`src/rtl/execute_stage.sv`:
```
// Execute stage of an in-order pipeline: ID/EX register, operand forwarding,
// ALU and EX/MEM register.
module execute_stage #(
   parameter int DATA_W = 32
) (
   input  logic              clk,
   input  logic              reset,
   input  logic              bubble,
   input  logic [DATA_W-1:0] dataReg1,
   input  logic [DATA_W-1:0] dataReg2,
   input  logic [6:0]        opCodeIn,
   input  logic [4:0]        rs1AddrIn,
   input  logic [4:0]        rs2AddrIn,
   input  logic [4:0]        writeBackAddrIn,
   input  logic [4:0]        aluOpIn,
   input  logic [DATA_W-1:0] immIn,
   input  logic [2:0]        dataCacheControlIn,
   input  logic              regWriteEnableIn,
   input  logic [1:0]        select1,
   input  logic [1:0]        select2,
   input  logic [DATA_W-1:0] memWbData,
   output logic [6:0]        opCodeToHazard,
   output logic [4:0]        exRs1Addr,
   output logic [4:0]        exRs2Addr,
   output logic [4:0]        exWriteBackAddr,
   output logic [DATA_W-1:0] aluResult,
   output logic [DATA_W-1:0] memData,
   output logic [DATA_W-1:0] memRs2Data,
   output logic [2:0]        memDataCacheControl,
   output logic              memWriteEnable,
   output logic [4:0]        memWriteBackAddr
);

   logic [DATA_W-1:0] ex_data1;
   logic [DATA_W-1:0] ex_data2;
   logic [4:0]        ex_alu_op;
   logic [DATA_W-1:0] ex_imm;
   logic [2:0]        ex_cache_ctrl;
   logic              ex_wen;

   logic [DATA_W-1:0] op_a;
   logic [DATA_W-1:0] fwd_b;
   logic [DATA_W-1:0] op_b;
   logic [4:0]        shamt;
   logic [DATA_W-1:0] alu_out;

   // Reset wins over bubble; a bubble is an all-zero NOP (no write, no access).
   always_ff @(posedge clk) begin
      if (reset || bubble) begin
         ex_data1        <= '0;
         ex_data2        <= '0;
         opCodeToHazard  <= '0;
         exRs1Addr       <= '0;
         exRs2Addr       <= '0;
         exWriteBackAddr <= '0;
         ex_alu_op       <= '0;
         ex_imm          <= '0;
         ex_cache_ctrl   <= '0;
         ex_wen          <= 1'b0;
      end else begin
         ex_data1        <= dataReg1;
         ex_data2        <= dataReg2;
         opCodeToHazard  <= opCodeIn;
         exRs1Addr       <= rs1AddrIn;
         exRs2Addr       <= rs2AddrIn;
         exWriteBackAddr <= writeBackAddrIn;
         ex_alu_op       <= aluOpIn;
         ex_imm          <= immIn;
         ex_cache_ctrl   <= dataCacheControlIn;
         ex_wen          <= regWriteEnableIn;
      end
   end

   always_comb begin
      op_a = '0;
      case (select1)
         2'd0:    op_a = ex_data1;
         2'd1:    op_a = memData;
         2'd2:    op_a = memWbData;
         default: op_a = '0;
      endcase
   end

   always_comb begin
      fwd_b = '0;
      case (select2)
         2'd0:    fwd_b = ex_data2;
         2'd1:    fwd_b = memData;
         2'd2:    fwd_b = memWbData;
         default: fwd_b = '0;
      endcase
   end

   assign op_b  = ex_alu_op[4] ? ex_imm : fwd_b;
   assign shamt = op_b[4:0];

   always_comb begin
      alu_out = '0;
      case (ex_alu_op[3:0])
         4'd0:    alu_out = op_a + op_b;
         4'd1:    alu_out = op_a - op_b;
         4'd2:    alu_out = op_a & op_b;
         4'd3:    alu_out = op_a | op_b;
         4'd4:    alu_out = op_a ^ op_b;
         4'd5:    alu_out = op_a << shamt;
         4'd6:    alu_out = op_a >> shamt;
         4'd7:    alu_out = $signed(op_a) >>> shamt;
         4'd8:    alu_out = {{(DATA_W-1){1'b0}}, ($signed(op_a) < $signed(op_b))};
         4'd9:    alu_out = {{(DATA_W-1){1'b0}}, (op_a < op_b)};
         4'd10:   alu_out = op_b;
         default: alu_out = '0;
      endcase
   end

   assign aluResult = alu_out;

   // Stores take their data from forwarded B, never from the immediate.
   always_ff @(posedge clk) begin
      if (reset) begin
         memData             <= '0;
         memRs2Data          <= '0;
         memDataCacheControl <= '0;
         memWriteEnable      <= 1'b0;
         memWriteBackAddr    <= '0;
      end else begin
         memData             <= alu_out;
         memRs2Data          <= fwd_b;
         memDataCacheControl <= ex_cache_ctrl;
         memWriteEnable      <= ex_wen;
         memWriteBackAddr    <= exWriteBackAddr;
      end
   end

endmodule

```
`config.mk`:
```
export PLATFORM = sky130hd
export DESIGN_NAME = execute_stage
export DESIGN_NICKNAME = d
export VERILOG_FILES = /design/src/rtl/execute_stage.sv
export SDC_FILE = /design/constraint.sdc
export NUM_CORES = 1
export LEC_CHECK = 0
export CORE_ASPECT_RATIO = 0.75
export CORE_UTILIZATION = 49
export DETAILED_ROUTE_END_ITERATION = 12
export MAX_ROUTING_LAYER = met4
export PLACE_DENSITY = 0.83
export RECOVER_POWER = 100
export SYNTH_ARGS = -nofsm -noshare
export SYNTH_HDL_FRONTEND = slang
export SYNTH_SLANG_ARGS = --single-unit
```
`constraint.sdc`:
```
create_clock -name clk -period 5.7 [get_ports clk]
set_input_delay 0.57 -clock clk [delete_from_list [all_inputs] [get_ports clk]]
set_output_delay 0.57 -clock clk [all_outputs]
set_load 0.1 [all_outputs]
```
==> run_results.csv <==
group,metric,value,unit
status,run_status,"finished with violations",
status,violations,"max-capacitance violations, max-slew violations",
routing,drt_pre_antenna_iters,7,
placement,dp_hpwl,61910,um
sta,slew_viol_final,131,
grt,grt_max_degree,77,
clock_tree,clk_latency,0.49,ns
worst_setup_path,cp-end-kind,"primary output",
routing,wl_per_cell,27.38,um
sta,hold_viol,0,
routing,postRouteAntennaNets,0,
power_and_ir_drop,p_leak,9.002,nW
clock_tree,numCtsBuffers,17,
placement,gp_congestion,1.222,
clock_tree,htreeDepth,4,
sta,max_freq,178.0,MHz
sta,fin_ws,0.08191,ns
final_layout,layout-drive-gt1-share,13.81,%
sta,finalCritPeriodShare,98.56,%
power_and_ir_drop,switching_share,49.29,%
yosys,synth.area.top_cells,"dfxtp_1, ha_1, mux2i_1",
grt,grt_pass1_vias,18600,
power_and_ir_drop,ir_drop,0.0003727,V
power_and_ir_drop,pwr-share-clk,21.5,%
floorplan,die_h,160.9,um
final_layout,stdcell_count,2921,
yosys,synth.distinct_cells,90,
yosys,ys_async_sr_fraction,0,%
placement,io_buffers,292,
yosys,synth_edf_count,0,
power_and_ir_drop,power.internal,3.250,mW
flow_run,maxCapViolCount,3,
power_and_ir_drop,pwr-share-seq,24.2,%
worst_setup_path,critPathLaunchType,"primary input",
sta,worstMarginPinSlew,2.473,ns
routing,drtIter0Drc,3140,
final_layout,nNetsFinal,2728,
yosys,yosysWarnings,0,
floorplan,initial_core_util,50.41,%
floorplan,ios,293,
clock_tree,cts_tree,"done",
grt,grt.overflow.total,0,
worst_setup_path,crit_type,"in -> out",
clock_tree,clockBufferDepth,2,
worst_setup_path,crit_required,5.13,ns
worst_setup_path,critPathArrivalTime,5.05,ns
clock_tree,cts.sinks,200,
power_and_ir_drop,p_comb_share,54.4,%
floorplan,die_x,213.9,um
yosys,netlist_instances,2140,
grt,grt_pass1_wl,117100,um
clock_tree,cts_hold_buffers,0,
grt,grt_usage,46.28,%
yosys,synth_flop_cell,"dfxtp_1",
routing,routed_wl,79980,um
yosys,synth_area,16500,sq um
routing,vias,19530,
final_layout,nFillCells,2714,
sta,min_period,5.618,ns
power_and_ir_drop,power_density,294.3,nW/um^2
sta,setup_viol,0,
hold_path,hold_class,"reg -> reg",
floorplan,die_area,34420,sq um
clock_tree,clockRootBuffer,"clkbuf_16",
routing,post-route-drc-count,0,
routing,avgViaCountPerCell,6.685,
grt,antenna_found_initial,2,
placement,place_inst,2884,
yosys,syn_nets,2405,
yosys,synth_top_cell_by_area,"dfxtp_1",
final_layout,area_growth,31.97,%
sta,fin_skew,0.03708,ns
yosys,syn_area_per_cell,7.711,sq um
power_and_ir_drop,p_switching,3.159,mW
worst_setup_path,critPathMaxFanout,17,
yosys,ys_seq_area_share,24.26,%
sta,slew_headroom,-65.45,%
power_and_ir_drop,power.total,6.409,mW
floorplan,coreArea,32740,sq um
floorplan,rows,57,
yosys,ys_seq_elements,200,
yosys,synth_top_area_share,24.26,%
clock_tree,clkSlewWorstSetupHoldPaths,0.10,ns
placement,pre_cts_ws,0.06292,ns
==> power groups by stage <==
stage	Combinational (mW)	Sequential, mW	Clock (mW)
3_5_place_dp	3.34	1.58	0
2_1_floorplan	1.72	1.94	0
4_1_cts	3.36	1.55	1.38
6_report	3.49	1.55	1.38
5_1_grt	3.58	1.55	1.45
3_3_place_gp	3.33	1.58	0
==> metrics by stage <==
stage          setup TNS (ns)  instance area (sq um)  hold slack (ns)  util [%]
4_1_cts                     0                  21690           0.4573     66.25
2_1_floorplan         -0.1866                  16560           0.4138         -
3_5_place_dp                0                  21020           0.4321     64.22
5_1_grt             -0.006775                  21780           0.4707     66.52
6_report                    0                  21780           0.4534     66.53
3_3_place_gp                0                  21020           0.4182     64.22
==> final cells by class <==
class / instances / area (sq um) / share of cell area [%]
Multi-Input combinational cell: 1670 / 11540 / 53.00
Sequential cell: 200 / 4011 / 18.42
Tap cell: 442 / 553.0 / 2.539
Clock inverter: 15 / 236.5 / 1.086
Inverter: 107 / 401.6 / 1.844
Timing Repair Buffer: 467 / 4599 / 21.12
Clock buffer: 17 / 425.4 / 1.953
Antenna cell: 3 / 7.507 / 0.03447
==> per-layer routing <==
| metal | vias to the layer above | track usage (%) | share of wire (%) |
|---|---|---|---|
| li1 | 8480 | - | - |
| met1 | 9189 | 56.33 | 38 |
| met2 | 1527 | 65.41 | 41 |
| met3 | 332 | 18.30 | 15 |
| met4 | 0 | 24.10 | 6.1 |
| met5 | - | - | 0 |
==> worst paths after layout <==
check / endpoint / slack, ns / start / cells past startpoint
min reg2reg: memDataCacheControl[2] / 0.45 / ex_cache_ctrl[2] / 1
min: memDataCacheControl[2] / 0.45 / ex_cache_ctrl[2] / 1
max reg2reg: memData[27] / 1.19 / ex_alu_op[4] / 13
max: aluResult[9] / 0.08 / select2[1] / 17
==> logic make-up (layout without fill, tap and decap cells) <==
kind of cell / Yosys count / after routing / share of synthesized area (%)
other cells: 0 / 3 / 0
xor+xnor: 13 / 13 / 0.6900
flops: 200 / 200 / 24.26
simple gates: 729 / 729 / 22.55
compound gates: 678 / 678 / 28.32
buf+inv: 270 / 606 / 6.809
fa+ha+maj: 99 / 99 / 7.597
mux: 151 / 151 / 9.773
==> placed cells by master, fill, tap and decap left out, types with 24 or more instances in the layout <==
cell type        count
dfxtp_1            194
buf_4              167
clkdlybuf4s50_1    162
a21oi_1            149
nor2_1             143
nor3_1             133
nand2_1            131
o21ai_0            120
mux2i_1            118
inv_1              102
dlygate4sd3_1       96
ha_1                95
and2_0              91
and2_1              85
a211oi_1            47
buf_12              37
o2bb2ai_1           33
nand3_1             30
a221oi_1            27
o211ai_1            26
a31oi_1             25
nor2b_1             24
==> worst max-delay path: stages <==
cell and delay (ns):
clkdlybuf4s50_1 0.50, nor2b_2 0.23, buf_12 0.16, a221oi_2 0.38, or2_1 0.34, ha_1 0.32, buf_4 0.18, nor3_1 0.16
o21ai_0 0.21, a21oi_1 0.28, nor2b_1 0.13, o31ai_1 0.34, xnor2_1 0.10, a221oi_1 0.49, o221ai_1 0.28, buf_4 0.22
buf_12 0.16
==> repair_timing <==
item                       4_1_cts  5_1_grt
gates resized for setup          0       21
buffers inserted                 0        2
setup endpoints to repair        0       16
==> cells in the mapped netlist, drive strengths merged (17+ instances only) <==
cell and count:
nand2b 18, clkbuf 99, nor3 139, a21oi 165
a211oi 50, ha 97, nor2 144, o21ai 130
inv 105, mux2 25, nand2 132, buf 64
and2 176, nand3 30, a21o 17, o211ai 26
o31ai 22, o2bb2ai 33, nor2b 27, a31oi 27
mux2i 121, dfxtp 200, a221oi 30
==> sequential cells by signal (all words and copies together), names as in the netlist <==
name / flops
ex_data1: 32
ex_data2: 32
ex_imm: 32
memData: 32
memRs2Data: 32
opCodeToHazard: 7
exRs1Addr: 5
exRs2Addr: 5
exWriteBackAddr: 5
ex_alu_op: 5
memWriteBackAddr: 5
ex_cache_ctrl: 3
memDataCacheControl: 3
ex_wen: 1
memWriteEnable: 1
Power figures use the tool's default switching activity.
==> RTL change 1, RTL diff (same flow settings) <==
The parameter `DATA_W` goes from 32 to 28.
--- a/src/rtl/execute_stage.sv
+++ b/src/rtl/execute_stage.sv
@@ -1,7 +1,7 @@
 // Execute stage of an in-order pipeline: ID/EX register, operand forwarding,
 // ALU and EX/MEM register.
 module execute_stage #(
-   parameter int DATA_W = 32
+   parameter int DATA_W = 28
 ) (
    input  logic              clk,
    input  logic              reset,
Interface: changed (7 resized); port bits go from 293 to 265. The function was not compared with the original's and may differ.
==> RTL change 1 against the unedited design <==
- the flow still finishes with violations (max-capacitance violations, max-slew violations)
- worst setup slack worse by 0.045 ns
- sequential cell count is 20 lower
- total power is 16% lower
- area after synthesis is 10% lower
- wire length is 15% lower
- critical endpoint is now aluResult[21]
- sequential share of layout area is 0.38 points higher
- die area is 10% lower
- cell area is 12% lower
- register-to-register slack hardly changed
- first-iteration DRC count is 25% lower
==> RTL change 1: results (changes against the unedited design) <==
| Metric | Value |
|---|---|
| Final clock-cell share | 3.061% (was 3.039%) |
| Adder-cell area share of the yosys netlist | 7.629% (was 7.597%) |
| Clock tree sinks | 180 (was 200) |
| Logic inverters | 89 (was 107) |
| Max Cap Violations | 2 (was 3) |
| Crit Path Max Fanout | 16 (was 17) |
| Status | complete, but fails checks (unchanged) |
| Vias in the first global route | 15767 (was 18596) |
| WL met3 | 8981 um (was 11770 um) |
| R2r endpoint | memData[25] (was memData[27]) |
| Largest net degree at the start of global routing | 116 (was 77) |
| Top cells by count, synth | mux2i_1 (211), dfxtp_1 (180), and2_1 (144), nand2_1 (126), nor2_1 (117) (was dfxtp_1 (200), and2_1 (175), a21oi_1 (152), nor2_1 (144), nor3_1 (137)) |
| Cell area after placement | 18530 um^2 (was 21020 um^2) |
| Vias | 16622 (was 19528) |
| Slew Limit Fails | 158 (was 131) |
| Failing checks | max-capacitance violations, max-slew violations (unchanged) |
| Post-synthesis compound-gate area fraction | 24.80% (was 28.32%) |
| Avg Synthesized Cell Area | 8.075 um^2 (was 7.711 um^2) |
| Sequential cell area share | 18.80% (was 18.42%) |
| Clock Latency Late Sink | 0.45 ns (was 0.49 ns) |
| Multi-input gates | 1431 (was 1670) |
| Mux cell area share after synthesis | 16.14% (was 9.773%) |
| TritonRoute pass-1 iters | 6 (was 7) |
| Worst VDD drop | 255.7 uV (was 372.7 uV) |
| CP arrival | 5.09 ns (was 5.05 ns) |
| IO Port Bufs | 264 (was 292) |
| Synth cell types | 94 (was 90) |
| Post-DP HPWL | 52100 um (was 61910 um) |
| Comb pwr | 2.81 mW (was 3.49 mW) |
| Buffers, non-clock | 380 (was 467) |
| Setup crit start | select1[0] (was select2[1]) |
| GPL Wtd Cong | 1.129 (was 1.222) |
| DIE AREA | 30900 um^2 (was 34420 um^2) |
| Critical Path End | aluResult[21] (was aluResult[9]) |
| Grt met2 use | 65.07% (was 65.41%) |
| GR Layer Usage met3 | 12.94% (was 18.30%) |
| Fill count | 2364 (was 2714) |
| Slew @ Worst Pin | 2.979 ns (was 2.473 ns) |
| Skew final | 0.02057 ns (was 0.03708 ns) |
| Synth area leaders | dfxtp_1 (24%), mux2i_1 (14%), ha_1 (7.4%) (was dfxtp_1 (24%), ha_1 (7.4%), mux2i_1 (7.3%)) |
| Hold_ws | 0.4399 ns (was 0.4534 ns) |
| Max stage delay on crit path | 1.12 ns (was 0.50 ns) |
| Wire length per cell | 27.21 um (was 27.38 um) |
| Mapped Nets | 2071 (was 2405) |
| First-pass GRT wire length | 101700 um (was 117100 um) |
| Clock Power Share | 22.2% (was 21.5%) |
| Met1 Resource Use GR | 57.36% (was 56.33%) |
| Leak | 8.322 nW (was 9.002 nW) |
| Dpl cells | 2471 (was 2884) |
==> RTL change 1: cell types whose count changed in the layout (fill, tap and decap cells not counted), sizes merged, moves of 24 or more <==
cell,change
and2,-32
a21oi,-72
nor2,-27
a211oi,-24
mux2i,+99
buf,-62
nor3,-88
inv,-24
o21ai,-27
==> RTL change 1: timing repair <==
item / 4_1_cts / 5_1_grt
hold buffers: 0 / 0
hold endpoints to repair: 0 / 0
gates resized for setup: 0 / 10
setup endpoints to repair: 0 / 11
buffers inserted: 0 / 1
==> RTL change 1: through the flow <==
| stage | setup TNS, ns | setup slack (ns) | util [%] | power, mW |
|---|---|---|---|---|
| after floorplan | 0 | 0.01479 | - | 3.167 |
| after global placement | 0 | 0.1129 | 63.05 | 4.127 |
| after detailed placement | 0 | 0.1119 | 63.05 | 4.132 |
| after CTS | 0 | 0.005510 | 65.04 | 5.322 |
| after global routing | -0.2533 | -0.07048 | 65.23 | 5.542 |
| final | 0 | 0.03652 | 65.23 | 5.388 |
==> RTL change 2, RTL diff (config.mk and constraints unchanged) <==
Made on the original files. Reset style: asynchronous (`reset`), changed in one clocked block.
--- a/src/rtl/execute_stage.sv
+++ b/src/rtl/execute_stage.sv
@@ -115,7 +115,7 @@
    assign aluResult = alu_out;
 
    // Stores take their data from forwarded B, never from the immediate.
-   always_ff @(posedge clk) begin
+   always_ff @(posedge clk or posedge reset) begin
       if (reset) begin
          memData             <= '0;
          memRs2Data          <= '0;
Behaviour: not the same (a bounded check fails within 4 cycles, from zero or initial values and one cycle with reset high; the reset may be asserted at any time).
==> RTL change 2 against the unedited design <==
- worst setup slack got worse by 0.030 ns
- critical path depth fell by 3
- clock skew fell by 0.025 ns
- area after synthesis fell by 2.1%
- wire length fell by 5.9%
- the run still ends with max-capacitance violations, max-slew violations left
- die area fell by 2.1%
- via count fell by 8.6%
- sequential cell count did not move
- core utilization fell by 1.1 points
- cell area fell by 2.8%
- total power rose by 29%
==> RTL change 2: results (changes against the unedited design) <==
| Metric | Value |
|---|---|
| First-pass GRT wire length | 110200 um (was 117100 um) |
| Initial DRC Count | 2356 (was 3140) |
| Synth cell types | 96 (was 90) |
| Reg2reg setup slack | 1.29 ns (was 1.19 ns) |
| CP delay by family, top | buffers and inverters (was compound AO/OA/AOI/OAI gates) |
| Mapped Nets | 2194 (was 2405) |
| Slew Limit Fails | 122 (was 131) |
| Int Power | 3.768 mW (was 3.250 mW) |
| Hold_sp | ex_cache_ctrl[1] (was ex_cache_ctrl[2]) |
| Dpl ws | -0.0008784 ns (was 0.06292 ns) |
| R2r endpoint | memData[7] (was memData[27]) |
| Vias per cell | 6.542 (was 6.685) |
| Slew @ Worst Pin | 2.403 ns (was 2.473 ns) |
| Min-Delay Endpoint | memDataCacheControl[1] (was memDataCacheControl[2]) |
| Power Density | 390.2 nW/um^2 (was 294.3 nW/um^2) |
| Max Cap Violations | 2 (was 3) |
| All-Layer GR Usage | 45.23% (was 46.28%) |
| Worst Reg-to-Reg Cells | 12 (was 13) |
| Largest net degree at the start of global routing | 82 (was 77) |
| GPL Wtd Cong | 1.107 (was 1.222) |
| Clock Power Share | 15.6% (was 21.5%) |
| Status | complete, but fails checks (unchanged) |
| CP arrival | 5.08 ns (was 5.05 ns) |
| GR Layer Usage met3 | 14.04% (was 18.30%) |
| Slowest stage cell, crit path | buf_4 (was clkdlybuf4s50_1) |
| Wire length per cell | 27.59 um (was 27.38 um) |
| Synth area leaders | dfxtp_1 (16%), mux2i_1 (14%), dfrtp_1 (11%) (was dfxtp_1 (24%), ha_1 (7.4%), mux2i_1 (7.3%)) |
| Top cells by count, synth | mux2i_1 (220), nand2_1 (157), nor2_1 (137), and2_1 (130), dfxtp_1 (127) (was dfxtp_1 (200), and2_1 (175), a21oi_1 (152), nor2_1 (144), nor3_1 (137)) |
| Crit Path Max Fanout | 48 (was 17) |
| Asr flop ratio synth | 36.50% (was 0%) |
| Failing checks | max-capacitance violations, max-slew violations (unchanged) |
| Grt met2 use | 64.59% (was 65.41%) |
==> RTL change 2: changes by cell type after synthesis, sizes merged, moves of 21 or more <==
cell and change:
nor3 -120, dfxtp -73, mux2i +99, a2bb2oi +25, a211oi -21, o2bb2ai -24, dfrtp +73, a21oi -42
nand2 +25, and2 -44
==> RTL change 2: kinds of logic after synthesis <==
group | after synthesis | synth area share [%]
buf+inv | 249 | 7.025
simple gates | 544 | 16.60
mux | 243 | 15.42
fa+ha+maj | 99 | 7.760
xor+xnor | 4 | 0.2169
flops | 200 | 27.04
compound gates | 590 | 25.93
==> RTL change 2: worst register-to-register path, stage by stage, from the launching register on <==
cell	delay, ns
dfxtp_2	0.41
or2_1	0.28
o221a_1	0.34
inv_1	0.14
buf_4	0.63
mux2i_1	0.32
clkbuf_1	0.36
mux2i_1	0.13
clkbuf_2	0.20
mux2i_1	0.52
a221oi_1	0.32
clkbuf_4	0.23
o211ai_1	0.39
==> RTL change 2: layer usage <==
| metal | vias to the layer above | wire length [um] | part of all wire, % |
|---|---|---|---|
| met4 | 0 | 4069 | 5.4 |
| met2 | 1336 | 31920 | 42 |
| li1 | 7717 | - | - |
| met5 | - | 0 | 0 |
| met1 | 8546 | 30110 | 40 |
| met3 | 248 | 9160 | 12 |
==> RTL change 2: worst max path at each step <==
stage / end / cells after the start / startpoint / slack [ns]
final: aluResult[7] / 14 / memWbData[0] / 0.05
after global routing: aluResult[24] / 21 / select2[0] / 0.02
after CTS: aluResult[28] / 20 / select2[1] / 0.01
after detailed placement: aluResult[21] / 18 / select1[0] / -0.0009
after global placement: aluResult[28] / 21 / select2[1] / 0.09
after floorplan: aluResult[28] / 19 / select2[0] / -0.06
==> RTL change 2: through the flow <==
step,TNS (ns),power [mW],std cells,area (um^2),hold WS (ns)
finish,0,8.265,2728,21180,0.3424
global route,0,8.504,2727,21180,0.3452
CTS,0,8.271,2721,21270,0.3411
detailed placement,-0.0008784,6.977,2689,20630,0.3215
global placement,0,6.963,2689,20630,0.3164
floorplan,-0.05779,5.077,1929,16250,0.3163
==> RTL change 2: repair_timing <==
| action | 4_1_cts | 5_1_grt |
|---|---|---|
| setup buffers | 0 | 4 |
| pin swaps | 1 | 5 |
| gates resized for setup | 2 | 23 |
| hold buffers | 0 | 0 |
| setup endpoints to repair | 3 | 18 |
==> RTL change 2: area by class of cell <==
| class | instances | share of cell area (%) |
|---|---|---|
| Multi-Input combinational cell | 1480 | 51.22 |
| Timing Repair Buffer | 467 | 20.58 |
| Sequential cell | 200 | 20.67 |
| Clock inverter | 15 | 0.9512 |
| Antenna cell | 3 | 0.03545 |
| Inverter | 104 | 1.920 |
| Tap cell | 442 | 2.611 |
| Clock buffer | 17 | 2.009 |
